$ cat src/rtl/bec_pkg.sv
// Shared constants and types for the BEC affine-conversion datapath.
// GF(2^163) polynomial basis, f(x) = x^163 + x^7 + x^6 + x^3 + 1.
package bec_pkg;

   localparam int M = 163;
   localparam logic [M-1:0] POLY_LOW = 163'hC9;
   localparam logic [M:0]   F = {1'b1, POLY_LOW};

   // Each halving lowers deg(a)+deg(b) by one and every add is followed by a halving.
   localparam int MAX_DIV_CYCLES = 2 * (2 * M);

   typedef enum logic [1:0] {
      IDLE = 2'b00,
      RUN  = 2'b01,
      DONE = 2'b10
   } state_t;

   function automatic logic is_one(input logic [M:0] val);
      return val == {{M{1'b0}}, 1'b1};
   endfunction

endpackage

$ cat src/rtl/bec_affine_conv_if.sv
// Request/result bundle between the scalar-multiplication core side and the affine converter.
interface bec_affine_conv_if;
   import bec_pkg::*;

   logic         start;
   logic [M-1:0] w_in;
   logic [M-1:0] z_in;
   logic         busy;
   logic         done;
   logic         div_zero;
   logic [M-1:0] x_out;

   modport master (
      output start, w_in, z_in,
      input  busy, done, div_zero, x_out
   );

   modport slave (
      input  start, w_in, z_in,
      output busy, done, div_zero, x_out
   );

endinterface

$ cat src/rtl/gf2m_half.sv
// Combinational divide-by-x modulo f: adds f first when the operand is odd so the shift is exact.
module gf2m_half
   import bec_pkg::*;
(
   input  logic [M-1:0] u,
   output logic [M-1:0] y
);

   // (({0,u} ^ F) >> 1) splits into (u >> 1) ^ (F >> 1); F[0] cancels u[0].
   localparam logic [M-1:0] F_HALF = F[M:1];

   logic [M-1:0] u_shr;

   assign u_shr = {1'b0, u[M-1:1]};
   assign y     = u[0] ? (u_shr ^ F_HALF) : u_shr;

endmodule

$ cat src/rtl/bec_affine_conv.sv
// Projective-to-affine conversion x = W / Z in GF(2^163) using a binary-Euclid divider,
// one reduction step per clock.
module bec_affine_conv
   import bec_pkg::*;
(
   input  logic             clk,
   input  logic             rst_n,
   bec_affine_conv_if.slave bus
);

   state_t state, state_nxt;

   logic [M:0]   a, a_nxt;
   logic [M:0]   b, b_nxt;
   logic [M-1:0] u, u_nxt;
   logic [M-1:0] v, v_nxt;
   logic [M-1:0] x_q, x_nxt;
   logic         dz_q, dz_nxt;
   logic         armed;

   logic [M-1:0] u_half;
   logic [M-1:0] v_half;

   gf2m_half u_half_u (
      .u (u),
      .y (u_half)
   );

   gf2m_half u_half_v (
      .u (v),
      .y (v_half)
   );

   // NOTE: state and datapath registers use non-blocking assignments so every register
   // samples the pre-edge values computed by the combinational block.
   always_ff @(posedge clk or negedge rst_n) begin
      if (!rst_n) begin
         state <= IDLE;
         a     <= '0;
         b     <= '0;
         u     <= '0;
         v     <= '0;
         x_q   <= '0;
         dz_q  <= 1'b0;
         armed <= 1'b0;
      end else begin
         state <= state_nxt;
         a     <= a_nxt;
         b     <= b_nxt;
         u     <= u_nxt;
         v     <= v_nxt;
         x_q   <= x_nxt;
         dz_q  <= dz_nxt;
         armed <= 1'b1;
      end
   end

   // armed stays low for the first edge after reset release, so a start that coincides
   // with deassertion is never accepted.
   always_comb begin
      // NOTE: every target gets a hold-value default first; a path that skips an
      // assignment would otherwise infer a latch.
      state_nxt = state;
      a_nxt     = a;
      b_nxt     = b;
      u_nxt     = u;
      v_nxt     = v;
      x_nxt     = x_q;
      dz_nxt    = dz_q;

      case (state)
         RUN: begin
            if (is_one(a)) begin
               x_nxt     = u;
               dz_nxt    = 1'b0;
               state_nxt = DONE;
            end else if (is_one(b)) begin
               x_nxt     = v;
               dz_nxt    = 1'b0;
               state_nxt = DONE;
            end else if (!a[0]) begin
               a_nxt = a >> 1;
               u_nxt = u_half;
            end else if (!b[0]) begin
               b_nxt = b >> 1;
               v_nxt = v_half;
            end else if (a > b) begin
               a_nxt = a ^ b;
               u_nxt = u ^ v;
            end else begin
               b_nxt = b ^ a;
               v_nxt = v ^ u;
            end
         end

         DONE: begin
            state_nxt = IDLE;
         end

         // IDLE and the unreachable 2'b11 encoding share this branch.
         default: begin
            if (bus.start && armed) begin
               if (bus.z_in != '0) begin
                  a_nxt     = {1'b0, bus.z_in};
                  b_nxt     = F;
                  u_nxt     = bus.w_in;
                  v_nxt     = '0;
                  state_nxt = RUN;
               end else begin
                  x_nxt     = '0;
                  dz_nxt    = 1'b1;
                  state_nxt = DONE;
               end
            end
         end
      endcase
   end

   // div_zero travels with x_out: both change only when entering DONE.
   assign bus.busy     = (state == RUN) || (state == DONE);
   assign bus.done     = (state == DONE);
   assign bus.x_out    = x_q;
   assign bus.div_zero = dz_q;

endmodule

$ cat src/flat_wrapper.sv
// flat-port wrapper written by rule: the top's interface ports become plain ports
module bec_affine_conv_flat import bec_pkg::*;
  (clk, rst_n, bus_start, bus_w_in, bus_z_in, bus_busy, bus_done, bus_div_zero, bus_x_out);
  bec_affine_conv_if bus_i ();
  input  logic clk;
  input  logic rst_n;
  input wire logic [$bits(bus_i.start)-1:0] bus_start;
  input wire logic [$bits(bus_i.w_in)-1:0] bus_w_in;
  input wire logic [$bits(bus_i.z_in)-1:0] bus_z_in;
  output wire logic [$bits(bus_i.busy)-1:0] bus_busy;
  output wire logic [$bits(bus_i.done)-1:0] bus_done;
  output wire logic [$bits(bus_i.div_zero)-1:0] bus_div_zero;
  output wire logic [$bits(bus_i.x_out)-1:0] bus_x_out;
  assign bus_i.start = bus_start;
  assign bus_i.w_in = bus_w_in;
  assign bus_i.z_in = bus_z_in;
  assign bus_busy = bus_i.busy;
  assign bus_done = bus_i.done;
  assign bus_div_zero = bus_i.div_zero;
  assign bus_x_out = bus_i.x_out;
  bec_affine_conv u_core (.clk(clk), .rst_n(rst_n), .bus(bus_i));
endmodule
$ cat config.mk
export PLATFORM = sky130hd
export DESIGN_NAME = bec_affine_conv_flat
export DESIGN_NICKNAME = d
export VERILOG_FILES = /design/src/rtl/bec_pkg.sv /design/src/rtl/bec_affine_conv_if.sv /design/src/rtl/gf2m_half.sv /design/src/rtl/bec_affine_conv.sv /design/src/flat_wrapper.sv
export SDC_FILE = /design/constraint.sdc
export NUM_CORES = 2
export LEC_CHECK = 0
export BUFFER_PORTS_ARGS = -buffer_cell sky130_fd_sc_hd__buf_2
export CORE_UTILIZATION = 50
export DETAILED_ROUTE_END_ITERATION = 10
export GPL_ROUTABILITY_DRIVEN = 0
export PLACE_DENSITY = 0.72
export SYNTH_ARGS = -nofsm -noshare
export SYNTH_HDL_FRONTEND = slang
export SYNTH_HIERARCHICAL = 1
export SYNTH_SLANG_ARGS = --single-unit
$ cat constraint.sdc
create_clock -name clk -period 9.05 [get_ports clk]
set_input_delay 1.81 -clock clk [delete_from_list [all_inputs] [get_ports clk]]
set_output_delay 1.81 -clock clk [all_outputs]
set_load 0.005 [all_outputs]
; Word-level counts from Yosys, hierarchy flattened
; Index checks and enable logic that the tools add are counted.
[totals]
register_bits = 821
latch_bits = 0
mem_bits_rw = 0
rom_bits = 0
in_bits = 329
output_inout_bits = 166
elab_cells = 89
n_memories = 0
[classes]
n_addsub = 0
mul = 0
n_div = 0
magnitude_cmp = 1
eq_ne = 12
shifts = 0
muxes = 49
bitwise_logic = 5
reduce_logical = 12
[op_table]
columns = operator, n
row1 = 2-to-1 mux 163 bit, 20
row2 = 2-to-1 mux 164 bit, 14
row3 = one-hot mux 163 bit (2 select lines), 3
row4 = one-hot mux 164 bit (2 select lines), 2
row5 = == test 164 x 1 -> 1 bit (second input constant), 2
row6 = greater-than comparator 164 bit, 1
row7 = bitwise XOR 164 bit, 1
row8 = nonzero test 163 bit, 1
row9 = bitwise XOR 163 bit, 1
row10 = AND reduction 7 bit, 2
row11 = != test 3 bit (second input constant), 3
row12 = 2-to-1 mux 2 bit, 4
row13 = inverter 3 -> 4 bit, 2
row14 = != test 2 bit (second input constant), 3
row15 = AND reduction 6 bit, 1
row16 = AND reduction 5 bit, 1
row17 = 2-to-1 mux 1 bit, 4
row18 = one-hot mux 2 bit (2 select lines), 1
row19 = AND reduction 4 bit, 1
row20 = nonzero test 2 bit, 2
row21 = != test 3 x 1 -> 1 bit (second input constant), 1
row22 = nonzero test 3 bit, 1
row23 = == test 2 x 1 -> 1 bit (second input constant), 1
row24 = == test 2 bit (second input constant), 1
row25 = 6 further kinds, 6

; Logic depth before layout (Yosys ltp)
[logic_depth]
depth_word = 7
depth_mapped = 16
ltp_nobuf = 11

; By module
; Netlist, hierarchy kept.
[modules_own_cells]
columns = mod, instances, cells_each, area_each_um2, seq_area_each_um2
row1 = bec_affine_conv, 1, 5294, 50616.0, 20544.7
row2 = gf2m_half, 2, 163, 1227.4, 0.0

; Least setup slack after synthesis
; Ideal clock, no wire load.
[synth_path]
path_type = input port to flip-flop
start = input port bus_z_in[90]
end = register u_core.a[152]
setup_ns = 0.125
arrival_time_ns = 4.075
required_time_ns = 8.925
path_slack_ns = 4.851
stages = 12
path_buffers = 3
path_cell_list = nor4_1 nand4_1 nor4_1 nand3_1 nand2_1 a21o_1 nor3_1 a221oi_2 buf_2 buf_2 buf_4 mux2_2
[synth_via]
elab_chain_cells = 3
[synth_rtl]
columns = item, line_no
row1 = "start, declared", flat_wrapper.sv:9  ; input wire logic [$bits(bus_i.z_in)-1:0] bus_z_in;
row2 = nonzero test 163 bit, bec_affine_conv.sv:103  ; if (bus.z_in != '0) begin
row3 = nonzero test 2 bit (no source line), --
row4 = AND reduction 7 bit (no source line), --
row5 = "end signal, assigned", bec_affine_conv.sv:48  ; a <= a_nxt;
row6 = "end, declared", bec_affine_conv.sv:13  ; logic [M:0] a, a_nxt;
; Every way passes these cells.
; A chain may end at the register's enable or synchronous reset.

; Worst setup path after layout
[layout_path]
start = input port bus_z_in[91]
end = register u_core.v[20]
[layout_via]
elab_chain_cells = 3
[layout_rtl]
columns = item, line_no
row1 = nonzero test 163 bit, bec_affine_conv.sv:103
row2 = nonzero test 2 bit (no source line), --
row3 = AND reduction 7 bit (no source line), --
row4 = "end signal, assigned", bec_affine_conv.sv:51  ; v <= v_nxt;
row5 = "end, declared", bec_affine_conv.sv:16  ; logic [M-1:0] v, v_nxt;
; Every way passes these cells.

==> qor.csv <==
metric,value,unit
status,"complete, no violations",
drc,0,
grt.overflow.total,0,
grt_max_degree,218,
core_area,105000,um2
finalPower,22.4,mW
cts_tree,yes,
post-route-period-util,0.686,
max-vdd-ir-drop,0.000970,V
syn_nets,6116,
drt-pass1-iter-count,6,
grt_pass1_wl,250000,um
grt_antenna_before_repair,9,
io_buffers,494,
reg2reg_from,u_core/a[73],
dp_slack,2.41,ns
cp.arrival,6.81,ns
ys_warn_count,6,
detailed_place.area,53700,um2
cts_num_sinks,821,
p_switching,9.95,mW
die_h,328,um
synth_edf_count,0,
setup_viol,0,
hold_ws,0.470,ns
nets,5995,
rsz0062_at_grt,false,
seq_power_share,0.324,
required,9.66,ns
reg2regPathDepth,10,
cp_max_fo,175,
r2r_slack,3.34,ns
m1WireLength,66700,um
relSlewSlack,0.0693,
syn2layout_area_growth,7.20,%
met2_length,72200,um
clock-root-buffer,clkbuf_16,
hold_viol,0,
cp-start-kind,input port,
top_layer,met5,
cts-buffers-inserted,94,
vias,44400,
skew,0.0549,ns
die_area,107000,um2
syn_avg_cell_area,9.44,um2
finish.utilization,0.540,
endpoint,u_core/v[20],
routed-wl-met3,13100,um
grt_pass1_vias,41800,
stdcell_area,56900,um2
dp_hpwl,103000,um
clock_power_share,0.179,
mappedNetlistArea,53100,um2
pin_count,495,
yosys_register_bits,821,
crit_family,simple AND/OR/NAND/NOR gates,
post_cts_buffers,0,
ys_types,58,
initial_utilization,0.504,
vias_per_cell,6.37,
period_minus_slack,6.21,ns
end_kind,flip-flop,
clock.fmax,161,MHz
cp.depth,11,
cpMaxStageDelayCell,nor4_1,
crit_chain,"buf_2, nor4_1, nand4_1, nor4_1, nand3_1, a32oi_1, nor2_4, buf_12, nand2_4, buf_12, a32o_1",
hold_class,flip-flop to flip-flop,
critical_path_class,input port to flip-flop,
maxSlewViolCount,0,
clk_pin_slew,0.06,ns
final_antenna_net_count,0,
worstHoldPathCells,2,
tns,0,ns
r2r_end,u_core/v[20],
maxCapViolCount,0,
p_sw_frac,0.444,
drive_above_1_share,0.180,
worstSkewPairLatency,0.70,ns
synthFlopType,dfrtp_1,
p_comb_frac,0.497,
grt_usage,0.292,
tightest_slew,1.38,ns
startpoint,bus_z_in[91],
synth_cells,5620,
p_per_area,393,nW/um2
final_cell_count_no_fill,6966,
ys_seq_area_frac,0.387,
routedWlPerCell,23.0,um
setup_ws,2.84,ns
rows,119,
clk_path_buf_depth,3,
max_stage_delay,1.14,ns
synthArstFlopShare,1.00,
htree_levels,3,
die_w,328,um
ctsResizeCount,0,
drtIter0Drc,4759,
crit_buf_inv,3,
p_leak,24.0,nW
dp.cells,6794,
routed_wl,160000,um
internal_power,12.4,mW
hold_buffers,0,
-- cell usage in the layout (no fill, tap or decap), types with 165 or more instances in the layout --
master and n:
nor2_1 291, ha_1 167, dfrtp_1 819, a21oi_1 172, mux2_2 301, buf_2 493, nand2_1 212, a211oi_1 174
o21ai_0 347, inv_1 342, o31ai_1 165, nand3_1 190, a21o_1 177, mux2i_1 215
-- state kept, by name (all words and copies together) (netlist names) --
name,count
u_core/a,164
u_core/armed,1
u_core/b,164
u_core/bus.div_zero,1
u_core/bus.x_out,163
u_core/state,2
u_core/u,163
u_core/v,163
-- final cells by class --
class / instances / area [um2]
clock inverters: 26 / 470
diodes: 3 / 7.51
clock buffers: 143 / 2740
inverters: 345 / 1310
fillers: 9337 / 48400
repair buffers: 546 / 3000
well taps: 1391 / 1740
flip-flops and latches: 821 / 20600
multi-input cells: 3691 / 27100
-- cells by family after synthesis --
group / count (synthesis) / synth area share
buf+inv: 1108 / 0.104
simple gates: 1255 / 0.123
xor+xnor: 169 / 0.0279
mux: 541 / 0.110
flops: 821 / 0.387
compound gates: 1558 / 0.208
other cells: 1 / 0.0000707
fa+ha+maj: 167 / 0.0394
-- synthesized netlist by cell type, types with 165 or more instances --
| master | count | area share |
|---|---|---|
| a211oi_1 | 174 | 0.025 |
| a21o_1 | 178 | 0.025 |
| a21oi_1 | 173 | 0.016 |
| buf_4 | 343 | 0.049 |
| clkbuf_1 | 319 | 0.023 |
| dfrtp_1 | 821 | 0.39 |
| ha_1 | 167 | 0.039 |
| inv_1 | 343 | 0.024 |
| mux2_2 | 301 | 0.064 |
| mux2i_1 | 215 | 0.041 |
| nand2_1 | 214 | 0.015 |
| nand3_1 | 191 | 0.018 |
| nor2_1 | 293 | 0.021 |
| o21ai_0 | 347 | 0.033 |
| o31ai_1 | 165 | 0.023 |
-- routing by layer --
metal | vias up | track usage
li1 | 20100 | -
met3 | 352 | 0.0516
met2 | 2020 | 0.445
met1 | 21900 | 0.400
met5 | - | 0
met4 | 10 | 0.146
-- worst min-delay path by stage --
stage | from | endpoint
2_1_floorplan | u_core/bus.x_out[0] | u_core/bus.x_out[0]
5_1_grt | u_core/bus.x_out[128] | u_core/bus.x_out[128]
6_report | u_core/bus.x_out[139] | u_core/bus.x_out[139]
3_3_place_gp | u_core/bus.x_out[139] | u_core/bus.x_out[139]
4_1_cts | u_core/bus.x_out[139] | u_core/bus.x_out[139]
3_5_place_dp | u_core/bus.x_out[116] | u_core/bus.x_out[116]
-- worst min-delay path, stage by stage, from the launching register on --
cell	delay, ns
dfrtp_1	0.33
nand2_1	0.05
o31ai_1	0.05
-- power by group through the flow --
stage                     logic, mW  registers, mW  clock network, mW
after global placement         10.7           7.18                  0
after CTS                      11.0           7.18               4.09
final                          11.1           7.25               4.01
after floorplan                9.62           6.52                  0
after global routing           12.2           7.46               4.23
after detailed placement       11.0           7.23                  0
Note: power is estimated with default switching activity, not from simulation.
